`src/rtl/sha256_block_feeder.sv`:
```
// SHA-256 block feeder: reads an N-word message from word-addressed memory,
// appends the 0x80000000 marker, zero fill and the 64-bit bit length, and hands
// complete 512-bit blocks to the hash core over a valid/ready handshake.
module sha256_block_feeder #(
  parameter int unsigned NUM_OF_WORDS = 20
) (
  input  logic         clk,
  input  logic         reset,
  input  logic         start,
  input  logic [15:0]  message_addr,
  output logic [15:0]  mem_addr,
  output logic         mem_we,
  input  logic [31:0]  mem_read_data,
  output logic [511:0] blk_data,
  output logic [7:0]   blk_idx,
  output logic         blk_last,
  output logic         blk_valid,
  input  logic         blk_ready,
  output logic         busy,
  output logic         done
);

  localparam int unsigned NumBlocks = (NUM_OF_WORDS + 2) / 16 + 1;
  localparam logic [11:0] MsgWords  = 12'(NUM_OF_WORDS);
  localparam logic [11:0] LenHiIdx  = 12'(16 * NumBlocks - 2);
  localparam logic [11:0] LenLoIdx  = 12'(16 * NumBlocks - 1);
  localparam logic [63:0] BitLen    = 64'(NUM_OF_WORDS) << 5;
  localparam logic [7:0]  LastIdx   = 8'(NumBlocks - 1);

  typedef enum logic [1:0] {StIdle, StFetch, StPresent, StFinish} state_e;

  state_e         state_q, state_d;
  logic [15:0]    base_q, base_d;
  // cnt 0 computes the first address; cnt 2..17 write slots 0..15.
  logic [4:0]     cnt_q, cnt_d;
  logic [15:0]    mem_addr_q, mem_addr_d;
  logic [511:0]   blk_data_q, blk_data_d;
  logic [7:0]     blk_idx_q, blk_idx_d;
  logic           blk_last_q, blk_last_d;
  logic           blk_valid_q, blk_valid_d;
  logic           busy_q, busy_d;
  logic           done_q, done_d;

  logic [3:0]     slot_k;
  logic [11:0]    glob_idx;
  logic [31:0]    slot_word;

  // Slot being written this cycle and its content (memory word or padding).
  always_comb begin
    slot_k    = 4'(cnt_q - 5'd2);
    glob_idx  = {blk_idx_q, slot_k};
    slot_word = 32'h0;
    if (glob_idx < MsgWords) begin
      slot_word = mem_read_data;
    end else if (glob_idx == MsgWords) begin
      slot_word = 32'h8000_0000;
    end else if (glob_idx == LenHiIdx) begin
      slot_word = BitLen[63:32];
    end else if (glob_idx == LenLoIdx) begin
      slot_word = BitLen[31:0];
    end
  end

  // Next-state and output-register logic for the feeder FSM.
  always_comb begin
    state_d     = state_q;
    base_d      = base_q;
    cnt_d       = cnt_q;
    mem_addr_d  = mem_addr_q;
    blk_data_d  = blk_data_q;
    blk_idx_d   = blk_idx_q;
    blk_last_d  = blk_last_q;
    blk_valid_d = blk_valid_q;
    busy_d      = busy_q;
    done_d      = 1'b0;
    unique case (state_q)
      StIdle: begin
        if (start) begin
          base_d     = message_addr;
          busy_d     = 1'b1;
          blk_idx_d  = 8'd0;
          blk_last_d = 1'b0;
          cnt_d      = 5'd0;
          state_d    = StFetch;
        end
      end
      StFetch: begin
        cnt_d = cnt_q + 5'd1;
        if (cnt_q < 5'd16) begin
          mem_addr_d = base_q + {4'b0000, blk_idx_q, 4'b0000} + {12'h000, cnt_q[3:0]};
        end
        // Memory data lags the address by one cycle, so slots trail by two.
        if (cnt_q >= 5'd2) begin
          blk_data_d = {blk_data_q[479:0], slot_word};
        end
        if (cnt_q == 5'd17) begin
          blk_valid_d = 1'b1;
          blk_last_d  = (blk_idx_q == LastIdx);
          state_d     = StPresent;
        end
      end
      StPresent: begin
        if (blk_valid_q && blk_ready) begin
          blk_valid_d = 1'b0;
          if (blk_last_q) begin
            busy_d  = 1'b0;
            done_d  = 1'b1;
            state_d = StFinish;
          end else begin
            blk_idx_d = blk_idx_q + 8'd1;
            cnt_d     = 5'd0;
            state_d   = StFetch;
          end
        end
      end
      StFinish: begin
        state_d = StIdle;
      end
      default: begin
        state_d = StIdle;
      end
    endcase
  end

  // State and output registers; reset aborts any operation in progress.
  always_ff @(posedge clk or posedge reset) begin
    if (reset) begin
      state_q     <= StIdle;
      base_q      <= 16'h0;
      cnt_q       <= 5'd0;
      mem_addr_q  <= 16'h0;
      blk_data_q  <= '0;
      blk_idx_q   <= 8'd0;
      blk_last_q  <= 1'b0;
      blk_valid_q <= 1'b0;
      busy_q      <= 1'b0;
      done_q      <= 1'b0;
    end else begin
      state_q     <= state_d;
      base_q      <= base_d;
      cnt_q       <= cnt_d;
      mem_addr_q  <= mem_addr_d;
      blk_data_q  <= blk_data_d;
      blk_idx_q   <= blk_idx_d;
      blk_last_q  <= blk_last_d;
      blk_valid_q <= blk_valid_d;
      busy_q      <= busy_d;
      done_q      <= done_d;
    end
  end

  assign mem_addr  = mem_addr_q;
  assign mem_we    = 1'b0;
  assign blk_data  = blk_data_q;
  assign blk_idx   = blk_idx_q;
  assign blk_last  = blk_last_q;
  assign blk_valid = blk_valid_q;
  assign busy      = busy_q;
  assign done      = done_q;

endmodule

```
`config.mk`:
```
export PLATFORM = sky130hd
export DESIGN_NAME = sha256_block_feeder
export DESIGN_NICKNAME = d
export VERILOG_FILES = /design/src/rtl/sha256_block_feeder.sv
export SDC_FILE = /design/constraint.sdc
export NUM_CORES = 1
export LEC_CHECK = 0
export CORE_UTILIZATION = 38
export DETAILED_ROUTE_END_ITERATION = 7
export PLACE_DENSITY = 0.72
export SYNTH_ARGS = -nofsm -noshare
export SYNTH_HDL_FRONTEND = slang
export SYNTH_SLANG_ARGS = --single-unit
```
`constraint.sdc`:
```
create_clock -name clk -period 54.8 [get_ports clk]
set_input_delay 10.96 -clock clk [delete_from_list [all_inputs] [get_ports clk]]
set_output_delay 10.96 -clock clk [all_outputs]
set_load 0.01 [all_outputs]
```
==> flow_summary_export.csv <==
group,metric,value,unit
worst_setup_path,cp_slowest_cell,"buf_4",
global_routing,antenna_found_initial,0,
worst_setup_path,crit_path_frequent_cell,"buf_4",
global_routing,grt_start_max_net_pins,228,
floorplan,rows,87,
cts,root_buffer,"clkbuf_16",
logic_synthesis,synth_top_area_cell,"dfrtp_1",
cells_and_area,layout-drive-gt1-share,4.65,%
logic_synthesis,postSynthCellCount,2403,
cells_and_area,final_util,53.5,%
worst_setup_path,critPathKind,"in -> async",
timing,slew_violations,0,
placed_design,io_buffers,591,
floorplan,coreArea,0.0568,mm2
logic_synthesis,syn-cell-area,0.0220,mm2
cts,cts.reportedPaths.clkPinSlew,60,ps
worst_setup_path,crit_required,55420,ps
hold_path,hold_depth,2,
power,p_per_area,71.2,mW/mm2
logic_synthesis,async_flop_share,100,%
worst_setup_path,endpoint_kind,"asynchronous set/reset pin",
status,status,"finished, final reports clean",
cts,cts_setup_buffers,0,
timing,max_clock_freq,70.9,MHz
floorplan,die-area,0.0589,mm2
worst_setup_path,reg2reg_slack,49460,ps
global_routing,grt_overflow_total,0,
routing,drc,0,
routing,viasPerCell,4.81,
global_routing,grt_first_pass_wirelength,106,mm
job,maxCapViolations,0,
worst_setup_path,cp_max_fo,123,
global_routing,grt_pass1_vias,17600,
cells_and_area,final_cell_mix,"1,480 x nand2_1, 591 x clkdlybuf4s50_1, 563 x dfrtp_1, 58 x clkbuf_16, 31 x a22o_1",
floorplan,ios,593,
routing,ant_nets,0,
placed_design,gp_congestion,0.949,
logic_synthesis,ys_top_cells_by_area,"dfrtp_1 64%, nand2_1 25%, buf_2 1.5%, a22o_1 1.2%, ha_1 1.2%",
worst_setup_path,cp_slowest_stage_delay,910,ps
placed_design,dp_hpwl,47.7,mm
cts,cts_hold_buf,0,
placed_design,place_ws,39850,ps
timing,finClkSkew,22.8,ps
logic_synthesis,synth_seq_area_share,64.0,%
worst_setup_path,crit_chain,"clkdlybuf4s50_1 -> inv_8 -> buf_4 -> buf_4 -> buf_4",
worst_setup_path,worstPathArrival,14720,ps
worst_setup_path,rr_worst_depth,7,
routing,drt-total-wl,67.7,mm
timing,setup_slack,40700,ps
logic_synthesis,yosysUniqueCellTypes,52,
worst_setup_path,startpoint_type,"input port",
logic_synthesis,synth_edf_count,0,
timing,finalSetupTns,0,ps
cts,cts_tree,"built",
logic_synthesis,ys.flop_type,"dfrtp_1",
routing,wire_per_inst,18.1,um
routing,drtIter0Drc,1399,
logic_synthesis,ys_ff_latch,563,
power,power,2.16,mW
cells_and_area,nets,3018,
logic_synthesis,synth_warnings,0,
routing,vias,18000,
floorplan,dieWidth,243,um
cts,cts_buffer_depth,3,
timing,period_share,25.7,%
cts,cts_resized,0,
cts,htreeDepth,2,
logic_synthesis,mappedNetlistNets,2477,
hold_path,hp-class,"reg -> reg",
power,max-vdd-ir-drop,46.9,uV
routing,drt_first_pass_iters,5,
timing,holdWs,468,ps
timing,fin_crit,14100,ps
cts,cts_sinks,563,
logic_synthesis,synth_top_area_share,64.0,%
timing,rsz0062_at_grt,"false",
cells_and_area,diodes,0,
cts,cts_buffers,58,
power,cellLeakagePower,15.4,nW
timing,max_slew_margin,25.7,%
cells_and_area,synthToLayoutAreaGrowth,38.1,%
floorplan,start_util,38.7,%
logic_synthesis,avgSynthCellArea,9.15,um2
cts,clk_latency,620,ps
timing,setup_viol,0,
cells_and_area,nFillCells,4990,
timing,hold_viol_final,0,
cells_and_area,layout_commonest_cell,"nand2_1",
floorplan,fp.dieH,243,um
global_routing,grt_usage,22.8,%
timing,worst_pin_slew,1110,ps
-- path summary, 6_finish.rpt --
check,endpoint,from
worst max-delay path,blk_data[368]$_DFFE_PP0P_,reset
min in group asynchronous,blk_data[163]$_DFFE_PP0P_,reset
worst max register to register,blk_data[344]$_DFFE_PP0P_,state_q[0]$_DFFE_PP0P_
worst min-delay path,mem_addr[7]$_DFFE_PP0P_,mem_addr[7]$_DFFE_PP0P_
worst min register to register,mem_addr[7]$_DFFE_PP0P_,mem_addr[7]$_DFFE_PP0P_
max in group clk,blk_idx[0],blk_idx[0]$_DFFE_PP0P_
-- state kept, by name (all words and copies together), names as in the netlist --
| register | flops |
|---|---|
| blk_data | 512 |
| base_q | 16 |
| mem_addr | 16 |
| blk_idx | 8 |
| cnt_q | 5 |
| state_q | 2 |
| blk_last | 1 |
| blk_valid | 1 |
| busy | 1 |
| done | 1 |
-- cell usage after synthesis (all sizes together), types with 9 or more instances --
library cell / instances
xnor2: 10
mux2: 15
inv: 9
nand2: 1480
ha: 21
dfrtp: 563
clkbuf: 48
nand3: 12
o21ai: 28
buf: 76
xor2: 9
a22o: 31
a21oi: 16
nor2: 21
-- per-stage QoR --
stage | cell area, um2 | std cells
floorplan | 22000 | 2403
global placement | 28400 | 3640
detailed placement | 28400 | 3640
CTS | 30400 | 3748
global route | 30400 | 3748
finish | 30400 | 3748
-- power by group --
group          internal [mW]  total (mW)  switching, mW
combinational          0.423       0.996          0.573
sequential             0.602       0.768          0.167
clock                  0.230       0.398          0.168
total                   1.25        2.16          0.908
-- per-layer routing --
metal	track usage (%)	share of wire (%)
met5	0	0
met4	6.47	2.6
met3	6.39	7.8
met2	37.4	48
met1	29.4	41
-- critical path: cells and delay by family --
family,cells,cell delay (ps)
buffers and inverters,5,3510
-- kinds of logic after synthesis --
group / share of synthesized area [%]
AOI/OAI and AO/OA: 3.25
xor gates and xnor gates: 0.757
adders and majority gates: 1.29
buffers and inverters: 2.82
DFF: 64.0
muxes: 0.813
other: 0.0170
and+or+nand+nor: 27.0
-- area by class of cell --
class	count	area, um2	area share (%)
flip-flops and latches	563	14100	46.4
clock buffers	84	1700	5.59
multi-input cells	1707	7310	24.1
repair buffers	605	6030	19.9
inverters	9	41.3	0.136
clock inverters	24	258	0.849
well taps	756	946	3.11
No activity file was read; power rests on OpenSTA's default activity.
